$ cat src/rtl/mem_access_unit_pkg.sv
// Shared types for the memory-stage load/store unit: access-kind encoding,
// FSM state encoding and the store predicate.
package mem_pkg;

  typedef enum logic [2:0] {
    LB  = 3'd0,
    LBU = 3'd1,
    LH  = 3'd2,
    LHU = 3'd3,
    LW  = 3'd4,
    SB  = 3'd5,
    SH  = 3'd6,
    SW  = 3'd7
  } memOpE;

  typedef enum logic [1:0] {
    IDLE = 2'd0,
    REQ  = 2'd1,
    DONE = 2'd2
  } stateE;

  function automatic logic isStore(input logic [2:0] op);
    return op >= 3'd5;
  endfunction

endpackage

$ cat src/rtl/mem_access_unit_if.sv
// Request/acknowledge data bus between the load/store unit (master) and memory (slave).
// One outstanding request; the request is held until bus_ack or abort.
interface mem_access_unit_if #(
  parameter int ADDR_W = 32
);
  logic              bus_req;
  logic              bus_we;
  logic [ADDR_W-1:0] bus_addr;
  logic [3:0]        bus_wstrb;
  logic [31:0]       bus_wdata;
  logic [31:0]       bus_rdata;
  logic              bus_ack;

  modport master (
    output bus_req, bus_we, bus_addr, bus_wstrb, bus_wdata,
    input  bus_rdata, bus_ack
  );

  modport slave (
    input  bus_req, bus_we, bus_addr, bus_wstrb, bus_wdata,
    output bus_rdata, bus_ack
  );
endinterface

$ cat src/rtl/mem_access_unit_format.sv
// Combinational access formatting: alignment check, store strobes/lane replication
// for the issuing op, and sign/zero extension of the read word for the captured op.
module mem_format
  import mem_pkg::*;
(
  input  logic [2:0]  memop,
  input  logic [1:0]  addrLo,
  input  logic [31:0] storeData,
  input  logic [2:0]  ldOp,
  input  logic [1:0]  ldAddrLo,
  input  logic [31:0] busWord,
  output logic        aligned,
  output logic [3:0]  wstrb,
  output logic [31:0] wdata,
  output logic [31:0] loadData
);
  logic [7:0]  byteSel;
  logic [15:0] halfSel;

  always_comb begin
    aligned = 1'b1;
    wstrb   = 4'b0000;
    wdata   = storeData;
    case (memop)
      LH, LHU: aligned = ~addrLo[0];
      LW:      aligned = (addrLo == 2'b00);
      SB: begin
        wstrb = 4'b0001 << addrLo;
        wdata = {4{storeData[7:0]}};
      end
      SH: begin
        aligned = ~addrLo[0];
        wstrb   = 4'b0011 << addrLo;
        wdata   = {2{storeData[15:0]}};
      end
      SW: begin
        aligned = (addrLo == 2'b00);
        wstrb   = 4'b1111;
      end
      default: ;
    endcase
  end

  // Extension uses the op/offset latched at issue, so it is independent of the pipeline inputs.
  always_comb begin
    byteSel  = busWord[{ldAddrLo, 3'b000} +: 8];
    halfSel  = ldAddrLo[1] ? busWord[31:16] : busWord[15:0];
    loadData = 32'h0;
    case (ldOp)
      LB:      loadData = {{24{byteSel[7]}}, byteSel};
      LBU:     loadData = {24'h0, byteSel};
      LH:      loadData = {{16{halfSel[15]}}, halfSel};
      LHU:     loadData = {16'h0, halfSel};
      LW:      loadData = busWord;
      default: loadData = 32'h0;
    endcase
  end

endmodule

$ cat src/rtl/mem_access_unit.sv
// M-stage load/store unit: IDLE -> REQ (until ack or timeout) -> DONE, min 3 cycles.
// Stalls the pipeline while a bus access is outstanding; misaligned accesses never reach the bus.
module mem_access_unit
  import mem_pkg::*;
#(
  parameter int TIMEOUT = 64,
  parameter int ADDR_W  = 32
) (
  input  logic               clk,
  input  logic               rst,
  input  logic               memenM,
  input  logic [2:0]         memopM,
  input  logic [31:0]        aluoutM,
  input  logic [31:0]        writedataM,
  output logic [31:0]        readdataM,
  output logic               stallM,
  output logic               adelM,
  output logic               adesM,
  output logic               buserrM,
  mem_access_unit_if.master  bus
);
  localparam int CW = (TIMEOUT > 1) ? $clog2(TIMEOUT) : 1;

  stateE             state;
  logic [CW-1:0]     waitCnt;
  logic [2:0]        opReg;
  logic [1:0]        addrLoReg;
  logic [31:0]       rdReg;
  logic              aligned;
  logic [3:0]        fmtStrb;
  logic [31:0]       fmtWdata;
  logic [31:0]       fmtLoad;
  logic [ADDR_W-1:0] fullAddr;

  mem_format u_format (
    .memop     (memopM),
    .addrLo    (aluoutM[1:0]),
    .storeData (writedataM),
    .ldOp      (opReg),
    .ldAddrLo  (addrLoReg),
    .busWord   (bus.bus_rdata),
    .aligned   (aligned),
    .wstrb     (fmtStrb),
    .wdata     (fmtWdata),
    .loadData  (fmtLoad)
  );

  assign fullAddr  = ADDR_W'(aluoutM);
  assign readdataM = rdReg;
  assign stallM    = memenM & aligned & (state != DONE);
  assign adelM     = memenM & ~aligned & ~isStore(memopM);
  assign adesM     = memenM & ~aligned &  isStore(memopM);

  always_ff @(posedge clk) begin
    if (rst) begin
      state         <= IDLE;
      waitCnt       <= '0;
      opReg         <= 3'd0;
      addrLoReg     <= 2'd0;
      rdReg         <= 32'h0;
      buserrM       <= 1'b0;
      bus.bus_req   <= 1'b0;
      bus.bus_we    <= 1'b0;
      bus.bus_addr  <= '0;
      bus.bus_wstrb <= 4'b0000;
      bus.bus_wdata <= 32'h0;
    end else begin
      buserrM <= 1'b0;
      case (state)
        IDLE: begin
          if (memenM && aligned) begin
            bus.bus_req   <= 1'b1;
            bus.bus_we    <= isStore(memopM);
            bus.bus_addr  <= fullAddr & ~ADDR_W'(3);
            bus.bus_wstrb <= fmtStrb;
            bus.bus_wdata <= fmtWdata;
            opReg         <= memopM;
            addrLoReg     <= aluoutM[1:0];
            waitCnt       <= '0;
            state         <= REQ;
          end
        end
        REQ: begin
          if (bus.bus_ack) begin
            rdReg       <= fmtLoad;
            bus.bus_req <= 1'b0;
            state       <= DONE;
          end else if ((TIMEOUT != 0) && (waitCnt == CW'(TIMEOUT - 1))) begin
            rdReg       <= 32'h0;
            buserrM     <= 1'b1;
            bus.bus_req <= 1'b0;
            state       <= DONE;
          end else begin
            waitCnt <= waitCnt + CW'(1);
          end
        end
        DONE:    state <= IDLE;
        default: state <= IDLE;
      endcase
    end
  end

endmodule

$ cat src/flat_wrapper.sv
// flat-port wrapper written by rule: the top's interface ports become plain ports
module mem_access_unit_flat import mem_pkg::*;
#(
  parameter int TIMEOUT = 64,
  parameter int ADDR_W  = 32
)
  (clk, rst, memenM, memopM, aluoutM, writedataM, readdataM, stallM, adelM, adesM, buserrM, bus_bus_req, bus_bus_we, bus_bus_addr, bus_bus_wstrb, bus_bus_wdata, bus_bus_rdata, bus_bus_ack);
  mem_access_unit_if #(.ADDR_W(ADDR_W)) bus_i ();
  input  logic clk;
  input  logic rst;
  input  logic memenM;
  input  logic [2:0] memopM;
  input  logic [31:0] aluoutM;
  input  logic [31:0] writedataM;
  output logic [31:0] readdataM;
  output logic stallM;
  output logic adelM;
  output logic adesM;
  output logic buserrM;
  output wire logic [$bits(bus_i.bus_req)-1:0] bus_bus_req;
  output wire logic [$bits(bus_i.bus_we)-1:0] bus_bus_we;
  output wire logic [$bits(bus_i.bus_addr)-1:0] bus_bus_addr;
  output wire logic [$bits(bus_i.bus_wstrb)-1:0] bus_bus_wstrb;
  output wire logic [$bits(bus_i.bus_wdata)-1:0] bus_bus_wdata;
  input wire logic [$bits(bus_i.bus_rdata)-1:0] bus_bus_rdata;
  input wire logic [$bits(bus_i.bus_ack)-1:0] bus_bus_ack;
  assign bus_bus_req = bus_i.bus_req;
  assign bus_bus_we = bus_i.bus_we;
  assign bus_bus_addr = bus_i.bus_addr;
  assign bus_bus_wstrb = bus_i.bus_wstrb;
  assign bus_bus_wdata = bus_i.bus_wdata;
  assign bus_i.bus_rdata = bus_bus_rdata;
  assign bus_i.bus_ack = bus_bus_ack;
  mem_access_unit #(.TIMEOUT(TIMEOUT), .ADDR_W(ADDR_W)) u_core (.clk(clk), .rst(rst), .memenM(memenM), .memopM(memopM), .aluoutM(aluoutM), .writedataM(writedataM), .readdataM(readdataM), .stallM(stallM), .adelM(adelM), .adesM(adesM), .buserrM(buserrM), .bus(bus_i));
endmodule
$ cat config.mk
export PLATFORM = sky130hd
export DESIGN_NAME = mem_access_unit_flat
export DESIGN_NICKNAME = d
export VERILOG_FILES = /design/src/rtl/mem_access_unit_pkg.sv /design/src/rtl/mem_access_unit_if.sv /design/src/rtl/mem_access_unit_format.sv /design/src/rtl/mem_access_unit.sv /design/src/flat_wrapper.sv
export SDC_FILE = /design/constraint.sdc
export NUM_CORES = 1
export LEC_CHECK = 0
export CORE_MARGIN = 1
export CORE_UTILIZATION = 41
export CTS_CLUSTER_DIAMETER = 150
export DETAILED_ROUTE_END_ITERATION = 7
export DONT_BUFFER_PORTS = 1
export HOLD_SLACK_MARGIN = 0.02
export SLEW_MARGIN = 20
export SYNTH_ARGS = -nofsm -noshare
export SYNTH_HDL_FRONTEND = slang
export SYNTH_SLANG_ARGS = --single-unit
$ cat constraint.sdc
create_clock -name clk -period 1.96 [get_ports clk]
set_input_delay 0.196 -clock clk [delete_from_list [all_inputs] [get_ports clk]]
set_output_delay 0.196 -clock clk [all_outputs]
set_load 0.1 [all_outputs]
; ---- After elaboration in Yosys (flattened, before gate mapping)
; Cells that the tools add are included.
[word_totals]
out_inout_bits = 106
inputBits = 103
word_cells = 76
ff_bits = 114
[op_classes]
n_shift = 3
reduce_logical = 14
eq_ne = 17
add_sub_neg = 1
magnitude_cmp = 1
muxes = 20
n_bitwise = 9
[ops]
columns = op, n
row1 = 32-bit case mux with 5 select lines, 1
row2 = 32-bit two-way mux, 2
row3 = 32-bit case mux with 2 select lines, 1
row4 = 32-bit by 6-bit indexed part select with 8-bit output, 1
row5 = 6-bit two-way mux, 3
row6 = 16-bit two-way mux, 1
row7 = 3-bit == test (second input constant), 5
row8 = 3-bit by 2-bit == test with 1-bit output (second input constant), 4
row9 = 4-bit case mux with 3 select lines, 1
row10 = 6-bit case mux with 2 select lines, 1
row11 = 6-bit by 1-bit adder with 6-bit output (second input constant), 1
row12 = 6-bit == test (second input constant), 1
row13 = 2-bit two-way mux, 3
row14 = 2-bit inequality test (second input constant), 3
row15 = 2-bit AND reduction, 3
row16 = 3-bit OR reduction, 2
row17 = 1-bit bitwise AND, 5
row18 = 2-bit logical NOT, 2
row19 = 1-bit two-way mux, 4
row20 = 1-bit inverter, 4
row21 = 1-bit case mux with 2 select lines, 2
row22 = 2-bit case mux with 2 select lines, 1
row23 = 4-bit AND reduction, 1
row24 = 2-bit nonzero test, 2
row25 = 11 further kinds, 11

; ---- Depth between registers and ports, before layout
; Gate-level depths: netlist of run 1.
[logic_depth]
word_depth = 6
mapped_depth = 8

; ---- Cells and area by module
; Synthesis of run 1 repeated with hierarchy kept, for this count alone.
[unflattened]
cells_unflattened = 646
hier_area_um2 = 5467.7
[modules_own_cells]
columns = mod, seq_area_each_um2, cells_per_inst, area_per_inst_um2, instances
row1 = mem_access_unit, 2282.2, 451, 3995.1, 1
row2 = mem_format, 0.0, 195, 1472.7, 1

; ---- Worst setup path before layout of run 1
; OpenSTA, ideal clock, no wires.
[synth_path]
path_kind = in2out
startpoint = input port aluoutM[0]
endpoint = output port stallM
arrival_ns = 2.549
setup_slack_ns = -0.785
path_buffers = 3
stages = 6
cell_sequence = clkbuf_1 > a21boi_0 > o211ai_1 > buf_2 > clkbuf_1 > a21oi_1
[synth_between]
elab_chain_len = 4
word_cells_on_any_way = 5
classes_between = mux (1) / bitwise (3) / reduce/logical (1)
[synth_lines]
columns = element, line
row1 = start: declaration, flat_wrapper.sv:13  ; input logic [31:0] aluoutM;
row2 = 2-bit logical NOT or 1-bit inverter (tied branches), --
row3 = 1-bit case mux with 2 select lines *, mem_access_unit_format.sv:24  ; case (memop)
row4 = 1-bit bitwise AND * (2 in a row), mem_access_unit.sv:50  ; assign stallM = memenM & aligned & (state != DONE);
row5 = end: declaration, flat_wrapper.sv:16  ; output logic stallM;
; Every way passes the cells marked *; elsewhere a longest branch is shown, timed or not.

; ---- Final worst setup path of run 1
[layout_path]
startpoint = register u_core.waitCnt[0]
endpoint = register u_core.rdReg[24], in the netlist u_core.readdataM[24]
[layout_between]
elab_chain_len = 3
[layout_lines]
columns = element, line
row1 = start: declaration, mem_access_unit.sv:25  ; logic [CW-1:0] waitCnt;
row2 = start signal: assignment, mem_access_unit.sv:94  ; waitCnt <= waitCnt + CW'(1);
row3 = 6-bit == test, mem_access_unit.sv:88  ; end else if ((TIMEOUT != 0) && (waitCnt == CW'(TIMEOUT - 1))) begin
row4 = 2-bit nonzero test (no source line), --
row5 = 2-bit AND reduction (no source line), --
row6 = end signal: assignment, mem_access_unit.sv:85  ; rdReg <= fmtLoad;
row7 = end: declaration, mem_access_unit.sv:28  ; logic [31:0] rdReg;
; Every way passes these cells.
; A chain may end at the register's enable or synchronous reset.

==> metrics.cfg, run 1 <==
[outcome]
run_status=complete, no violations

[route]
via_per_inst=5.89
dr_total_vias=5455
first_pass_iters=6
drc_errors=0
drt_wl_total_um=17400
drt-initial-drc-count=576
ant_nets=0
avgRoutedWirePerCell_um=18.8

[global_routing]
grt_start_max_net_pins=74
grt-ovfl-total=0
grt_pass1_vias=5229
grt_pass1_wl_um=26800
grt_util_all_layers_pct=26.4
antenna_found_initial=0

[clock_network]
clkSinkCount=114
clock_path_buffers=2
numCtsBuffers=17
cts.clk_slew.worst_paths_ns=0.05
cts_tree=done
clockRootBuffer=clkbuf_16
htree_levels=4
clkLatencyLatePin_ns=0.40

[logic_synthesis]
syn_avg_cell_area_um2=8.96
synth_top_area_share_pct=44.4
syn_area_mm2=0.00514
ys_types=55
syn_inst=574
synth_top_area_cell=dfxtp_1
synthTopCellsByCount=dfxtp_1, a21oi_1, nand3_1
synth_edf_count=0
yosysSeqAreaShare_pct=44.4
synthArstFlopShare_pct=0
ys_warn_count=0
ys_ff_latch=114
ys.flop_type=dfxtp_1
synth_area_leaders=dfxtp_1, a21oi_1, nand3_1, o21ai_0, a221o_1
synth.most_common_cell=dfxtp_1

[critical_path]
crit_arrival_ns=2.08
cp_max_fo=31
r2r_start=u_core.waitCnt[0]
crit_required_ns=2.24
end_kind=flip-flop
worst_setup_path_start_kind=flip-flop
critPathLaunch=u_core.waitCnt[0]
worstSetupPathType=reg -> reg

[sta]
clock.fmax_ghz=0.558
fin_skew_ns=0.00640
slew_headroom_pct=40.8
setup_viol=0
worst_slack_ns=0.169
worst_pin_slew_ns=0.887
slew_viol_final=0
period_needed_ns=1.79
rsz0062_at_grt=no
finalSetupTns_ns=0
hold_viol=0
fin_crit_sh_pct=91.4

[placement]
place_congestion=0.857
placed_area_mm2=0.00606
io_buffers=0
dp_slack_ns=0.103
dp_hpwl_um=10700

[floorplan]
core-area_mm2=0.0121
die_w_um=114
pin_count=209
dieHeight_um=114
dieArea_mm2=0.0130
start_util_pct=42.4
fp-row-count=40

[pwr]
total_power_uw=7360
leakagePower_uw=0.00293
irDropWorstVdd_uv=599
power_density_mw_per_mm2=975

[finish]
fin_nets=852
fill_cells=1004
layout-drive-gt1-share_pct=22.6
num_antenna_cells=0
area_growth_pct=46.9
postLayoutCellArea_mm2=0.00755

[job]
maxCapViolations=0

[min_path]
min_path_type=in -> reg
min_from=bus_bus_rdata[27]

-- final timing paths --
kind	slack (ns)	depth (start not counted)	to
worst min register to register	0.48	2	u_core.bus.bus_addr[16]
worst max register to register	0.17	6	u_core.readdataM[24]
worst min-delay path	0.03	2	u_core.readdataM[11]
worst max-delay path	0.17	6	u_core.readdataM[24]
-- where the power goes --
group	leakage, µW	switching [µW]	internal [µW]
Clock	0.000262	1010	1780
Sequential	0.000930	65.9	2460
Combinational	0.00174	1490	557
Total	0.00293	2570	4790
-- placed cells by master (no fill, tap or decap), drive strengths merged, types with 14 or more instances in the layout --
cell type / netlist / layout
clkbuf: 38 / 23
nand3: 54 / 54
o21ai: 51 / 51
a221o: 16 / 16
o2bb2ai: 14 / 14
a21oi: 96 / 96
a211oi: 19 / 19
dfxtp: 114 / 114
dlygate4sd3: 0 / 93
nand3b: 19 / 19
nand2: 17 / 17
buf: 24 / 123
-- through the flow --
step / util, % / cells / hold slack [ns]
2_1_floorplan: - / 575 / 0.335
5_1_grt: 62.4 / 926 / 0.0234
3_5_place_dp: 50.0 / 803 / 0.278
4_1_cts: 62.3 / 926 / 0.0225
3_3_place_gp: 50.0 / 803 / 0.274
6_report: 62.4 / 926 / 0.0298
-- per-layer routing --
layer	vias up	routed length (µm)	global-route usage [%]	share of wire, %
met2	319	8480	43.7	49
met4	0	443	11.7	2.5
met3	38	1550	8.02	8.9
li1	2521	-	-	-
met1	2577	6900	31.5	40
met5	-	0	0	0
-- worst max-delay path, stage by stage (launching register included) --
cell,delay (ns)
dfxtp_1,0.37
ha_1,0.21
and3_1,0.26
a21o_1,0.24
a21oi_2,0.10
buf_12,0.18
a221o_1,0.31
-- sequential cells by signal, summed over array words and instances (netlist names) --
register / flops
u_core.bus.bus_wdata: 32
u_core.state: 2
u_core.bus.bus_we: 1
u_core.addrLoReg: 2
u_core.readdataM: 32
u_core.bus.bus_addr: 30
u_core.buserrM: 1
u_core.bus.bus_req: 1
u_core.opReg: 3
u_core.waitCnt: 6
u_core.bus.bus_wstrb: 4
-- timing repair --
item / CTS / global route
gates resized for setup: 0 / 2
hold buffers: 94 / 0
hold endpoints to repair: 105 / 0
setup buffers: 0 / 0
setup endpoints to repair: 0 / 7
-- cells by family (layout without fill, tap and decap cells) --
| kind of cell | after synthesis | in the layout | share of synthesized area, % |
|---|---|---|---|
| compound gates | 245 | 245 | 31.2 |
| xor+xnor | 3 | 3 | 0.511 |
| fa+ha+maj | 1 | 1 | 0.243 |
| buf+inv | 65 | 248 | 5.94 |
| flops | 114 | 114 | 44.4 |
| mux | 13 | 13 | 2.94 |
| other cells | 1 | 2 | 0.0729 |
| simple gates | 132 | 132 | 14.7 |
-- layout make-up --
type,instances,area (µm²),share of cell area [%]
clock buffer,23,468,6.20
multi-input combinational,396,2600,34.4
clock inverter,6,58.8,0.779
inverter,3,11.3,0.149
tap,168,210,2.78
timing repair buffer,216,1920,25.5
sequential,114,2280,30.2
No activity file was read; power rests on OpenSTA's default activity.
==> run 2, diff against run 1 <==
--- a/config.mk
+++ b/config.mk
@@ -7,10 +7,12 @@
 export LEC_CHECK = 0
 export CORE_MARGIN = 1
 export CORE_UTILIZATION = 41
+export CTS_BUF_LIST = sky130_fd_sc_hd__clkbuf_2 sky130_fd_sc_hd__clkbuf_4 sky130_fd_sc_hd__clkbuf_8
 export CTS_CLUSTER_DIAMETER = 150
 export DETAILED_ROUTE_END_ITERATION = 7
 export DONT_BUFFER_PORTS = 1
 export HOLD_SLACK_MARGIN = 0.02
+export SKIP_LAST_GASP = 1
 export SLEW_MARGIN = 20
 export SYNTH_ARGS = -nofsm -noshare
 export SYNTH_HDL_FRONTEND = slang
==> constraint.sdc (replaced) <==
create_clock -name clk -period 1.96 [get_ports clk]
set_input_delay 0.392 -clock clk [delete_from_list [all_inputs] [get_ports clk]]
set_output_delay 0.392 -clock clk [all_outputs]
set_load 0.1 [all_outputs]
==> run 2 against run 1 <==
Effect of this change: hold slack better by 0.045 ns; critical path type unchanged; critical path depth down 3; sequential cell count unchanged; clock skew up 0.0044 ns.
==> metrics.cfg, run 2 (synthesis gave the netlist of run 1 again) <==
[outcome]
run_status=complete, no violations

[finish]
layout-drive-gt1-share_pct=27.5
num_antenna_cells=0
postLayoutCellArea_mm2=0.00665
fin_nets=764
fill_cells=1142
area_growth_pct=29.3
mostFrequentLayoutCells=buf_4, dfxtp_1, a21oi_1
mostFrequentLayoutCell=buf_4

[pwr]
combPwrFrac_pct=26.8
swShare_pct=35.6
internal-power_uw=4520
power_frac_seq_pct=35.8
power_density_mw_per_mm2=1060
total_power_uw=7030
leakagePower_uw=0.00255
p_switching_uw=2500
irDropWorstVdd_uv=716
clockPowerShare_pct=37.4

[route]
drt-initial-drc-count=382
dr_total_vias=4961
drc_errors=0
avgRoutedWirePerCell_um=18.3
ant_nets=0
via_per_inst=5.90
drt_wl_total_um=15400
first_pass_iters=5

[clock_network]
clockRootBuffer=clkbuf_8
htree_levels=4
clkSinkCount=114
numCtsBuffers=17
clkLatencyLatePin_ns=0.45
cts_tree=done
clock_path_buffers=2
post_cts_buffers=0
cts.clk_slew.worst_paths_ns=0.08

[critical_path]
worstSetupPathType=reg -> reg
crit_arrival_ns=2.27
worst_setup_path_start_kind=flip-flop
end_kind=flip-flop
crit_required_ns=2.36
cp_max_fo=16
rr_worst_depth=3

[floorplan]
pin_count=209
fp-row-count=40
dieArea_mm2=0.0130
start_util_pct=42.4
die_w_um=114
dieHeight_um=114
core-area_mm2=0.0121

[placement]
placed_area_mm2=0.00614
place_congestion=0.815
dp_hpwl_um=10800
io_buffers=0

[sta]
fin_crit_sh_pct=95.5
setup_viol=0
slew_headroom_pct=40.5
fin_skew_ns=0.0108
slew_viol_final=0
rsz0062_at_grt=no
worst_pin_slew_ns=0.891
clock.fmax_ghz=0.534
period_needed_ns=1.87
hold_viol=0

[min_path]
whs_path_depth=1
min_path_type=in -> reg

[global_routing]
grt_util_all_layers_pct=23.3
grt-ovfl-total=0
grt_start_max_net_pins=73
grt_pass1_vias=4593
antenna_found_initial=0
grt_pass1_wl_um=23600

[job]
maxCapViolations=0

[run 2: timing repair]
action	4_1_cts	5_1_grt
endpoints found under the setup margin	1	0
hold endpoints to repair	72	0
gates resized for setup	1	0
hold buffers	1	0
[run 2: final cells by class]
class / count / area (µm²) / share of cell area (%)
clock buffer: 20 / 275 / 4.14
clock inverter: 12 / 204 / 3.07
inverter: 3 / 11.3 / 0.169
multi-input combinational: 396 / 2590 / 39.0
sequential: 114 / 2280 / 34.4
tap: 168 / 210 / 3.16
timing repair buffer: 128 / 1070 / 16.1
[run 2: worst max-delay path, stage by stage, from the launching register on]
cell     delay (ns)
dfxtp_1        0.39
nor3b_1        0.54
and3_1         0.63
a221o_1        0.26
[run 2: power by group through the flow]
| stage | logic, µW | registers, µW | clock network, µW |
|---|---|---|---|
| 2_1_floorplan | 602 | 3480 | 0 |
| 3_3_place_gp | 1830 | 2560 | 0 |
| 3_5_place_dp | 1850 | 2570 | 0 |
| 4_1_cts | 1880 | 2510 | 2680 |
| 5_1_grt | 1970 | 2520 | 2780 |
| 6_report | 1890 | 2510 | 2630 |
[run 2: final timing paths]
check / startpoint / end / slack [ns]
hold reg to reg: u_core.bus.bus_we / u_core.bus.bus_we / 0.47
setup reg to reg: u_core.opReg[0] / u_core.readdataM[29] / 0.09
setup / recovery: u_core.opReg[0] / u_core.readdataM[29] / 0.09
hold / removal: bus_bus_rdata[27] / u_core.readdataM[27] / 0.08
[run 2: metrics by stage]
step / util, % / setup WS [ns] / std cells / hold WS, ns / TNS (ns)
3_5_place_dp: 50.7 / 0.181 / 808 / 0.453 / 0
2_1_floorplan: - / -0.0948 / 575 / 0.442 / -0.0948
6_report: 54.9 / 0.0880 / 841 / 0.0753 / 0
5_1_grt: 54.9 / 0.00245 / 841 / 0.0527 / 0
4_1_cts: 54.9 / 0.0679 / 841 / 0.0485 / 0
3_3_place_gp: 50.7 / 0.264 / 808 / 0.442 / 0
[run 2: per-layer routing]
layer / GRT usage, % / wire length, µm
met2: 36.2 / 7280
met1: 28.0 / 6210
met5: 0 / 0
met4: 10.0 / 371
met3: 9.88 / 1550
==> run 3, diff against run 2 <==
--- a/config.mk
+++ b/config.mk
@@ -8,7 +8,6 @@
 export CORE_MARGIN = 1
 export CORE_UTILIZATION = 41
 export CTS_BUF_LIST = sky130_fd_sc_hd__clkbuf_2 sky130_fd_sc_hd__clkbuf_4 sky130_fd_sc_hd__clkbuf_8
-export CTS_CLUSTER_DIAMETER = 150
 export DETAILED_ROUTE_END_ITERATION = 7
 export DONT_BUFFER_PORTS = 1
 export HOLD_SLACK_MARGIN = 0.02
==> constraint.sdc (replaced) <==
create_clock -name clk -period 1.96 [get_ports clk]
set_input_delay 0.098 -clock clk [delete_from_list [all_inputs] [get_ports clk]]
set_output_delay 0.098 -clock clk [all_outputs]
set_load 0.1 [all_outputs]
==> run 3 against run 2 <==
Effect of this change: global-route usage rose by 3.6 points; final cell count rose by 11%; register-to-register slack barely moved; combinational power rose by 9.5%; sequential power barely moved; critical endpoint is now u_core.readdataM[19]; first-iteration DRC count rose by 29%; via count rose by 10%; setup slack improved by 0.012 ns.
==> metrics.cfg, run 3 (synthesis gave the netlist of run 1 again) <==
[outcome]
run_status=complete, no violations

[route]
first_pass_iters=7
drc_errors=0
drt_wl_total_um=17600
drt-initial-drc-count=492
ant_nets=0
via_per_inst=5.84
avgRoutedWirePerCell_um=18.8
dr_total_vias=5474

[clock_network]
clkSinkCount=114
htree_levels=4
clkLatencyLatePin_ns=0.44
numCtsBuffers=17
clockRootBuffer=clkbuf_8
cts.clk_slew.worst_paths_ns=0.06
clock_path_buffers=2
cts_tree=done

[global_routing]
grt_pass1_vias=5363
grtUsageMet2_pct=44.0
met1_usage_pct=32.0
grt_start_max_net_pins=78
antenna_found_initial=0
grt_pass1_wl_um=27300
use_met3_pct=8.71
grt-busiest-layer=met2
grt-ovfl-total=0
grt_util_all_layers_pct=26.9

[pwr]
leakagePower_uw=0.00291
power_density_mw_per_mm2=899
irDropWorstVdd_uv=770
total_power_uw=6760

[finish]
mostFrequentLayoutCell=buf_4
area_growth_pct=46.1
num_antenna_cells=0
fin_nets=862
mostFrequentLayoutCells=buf_4, dfxtp_1, dlygate4sd3_1
layout-drive-gt1-share_pct=23.5

[placement]
dp_hpwl_um=11000
io_buffers=0
dp_slack_ns=0.0264
place_congestion=0.832

[sta]
worst_slack_ns=0.0998
clock.fmax_ghz=0.538
fin_skew_ns=0.00851
fin_crit_sh_pct=94.9
slew_headroom_pct=33.1
period_needed_ns=1.86
hold_viol=0
slew_viol_final=0
worst_pin_slew_ns=1.00
setup_viol=0
rsz0062_at_grt=yes

[floorplan]
die_w_um=114
fp-row-count=40
dieHeight_um=114
core-area_mm2=0.0121
pin_count=209
start_util_pct=42.4
dieArea_mm2=0.0130

[job]
maxCapViolations=0

[critical_path]
crit_arrival_ns=2.18
crit_required_ns=2.28
worstSetupPathType=reg -> reg
end_kind=flip-flop
cp_max_fo=12
worst_setup_path_start_kind=flip-flop

[min_path]
min_path_type=in -> reg

run 3: cell count changes in the layout (fill, tap and decap cells not counted), moves of 2 or more:
cell and change:
buf_12 -2, nor3b_2 +2, clkinv_4 -2, dlygate4sd3_1 +101
clkinv_2 +3, bufinv_16 -3, nor3b_1 -2
run 3: critical path, cell delays in order, from the launching register on:
cell	delay, ns
dfxtp_1	0.42
mux4_2	0.56
nor2_2	0.18
a2111oi_4	0.08
buf_4	0.22
a221o_1	0.28
run 3: worst paths after layout:
kind                             from  slack, ns                    to  depth (start not counted)
setup / recovery  u_core.addrLoReg[1]        0.1  u_core.readdataM[19]                          5
hold / removal                    rst       0.04   u_core.readdataM[2]                          2
setup reg to reg  u_core.addrLoReg[1]        0.1  u_core.readdataM[19]                          5
hold reg to reg     u_core.bus.bus_we       0.46     u_core.bus.bus_we                          1
run 3: area by class of cell:
cell class              instances  area, µm²
clock inverters                10        111
clock buffers                  20        269
multi-input cells             396       2600
inverters                       3       11.3
fillers                      1018       4600
repair buffers                226       2030
well taps                     168        210
flip-flops and latches        114       2280
run 3: report_power, final:
group / total, µW / internal (µW) / switching (µW)
Clock: 2160 / 1190 / 969
Combinational: 2070 / 571 / 1500
Sequential: 2530 / 2450 / 80.8
run 3: per-layer routing:
layer / part of all wire (%) / wire (µm) / vias to the layer above
met5: 0 / 0 / -
met4: 2.6 / 467 / 0
met3: 8.0 / 1420 / 41
met2: 49 / 8640 / 254
met1: 40 / 7110 / 2639
li1: - / - / 2540
run 3: per-stage QoR:
stage | utilization [%] | TNS, ns | std cells | cell area, µm² | hold slack [ns]
final | 62.0 | 0 | 937 | 7510 | 0.0368
after global routing | 62.0 | -0.00814 | 937 | 7510 | 0.0248
after floorplan | - | 0 | 575 | 5150 | 0.237
after CTS | 61.7 | 0 | 935 | 7480 | 0.0209
after detailed placement | 50.0 | 0 | 803 | 6060 | 0.186
after global placement | 50.0 | 0 | 803 | 6060 | 0.184
run 3: what timing repair did:
item / 4_1_cts / 5_1_grt
hold buffers: 102 / 0
gates resized for setup: 0 / 5
hold endpoints to repair: 114 / 0
endpoints found under the setup margin: 0 / 23
buffers inserted: 0 / 2
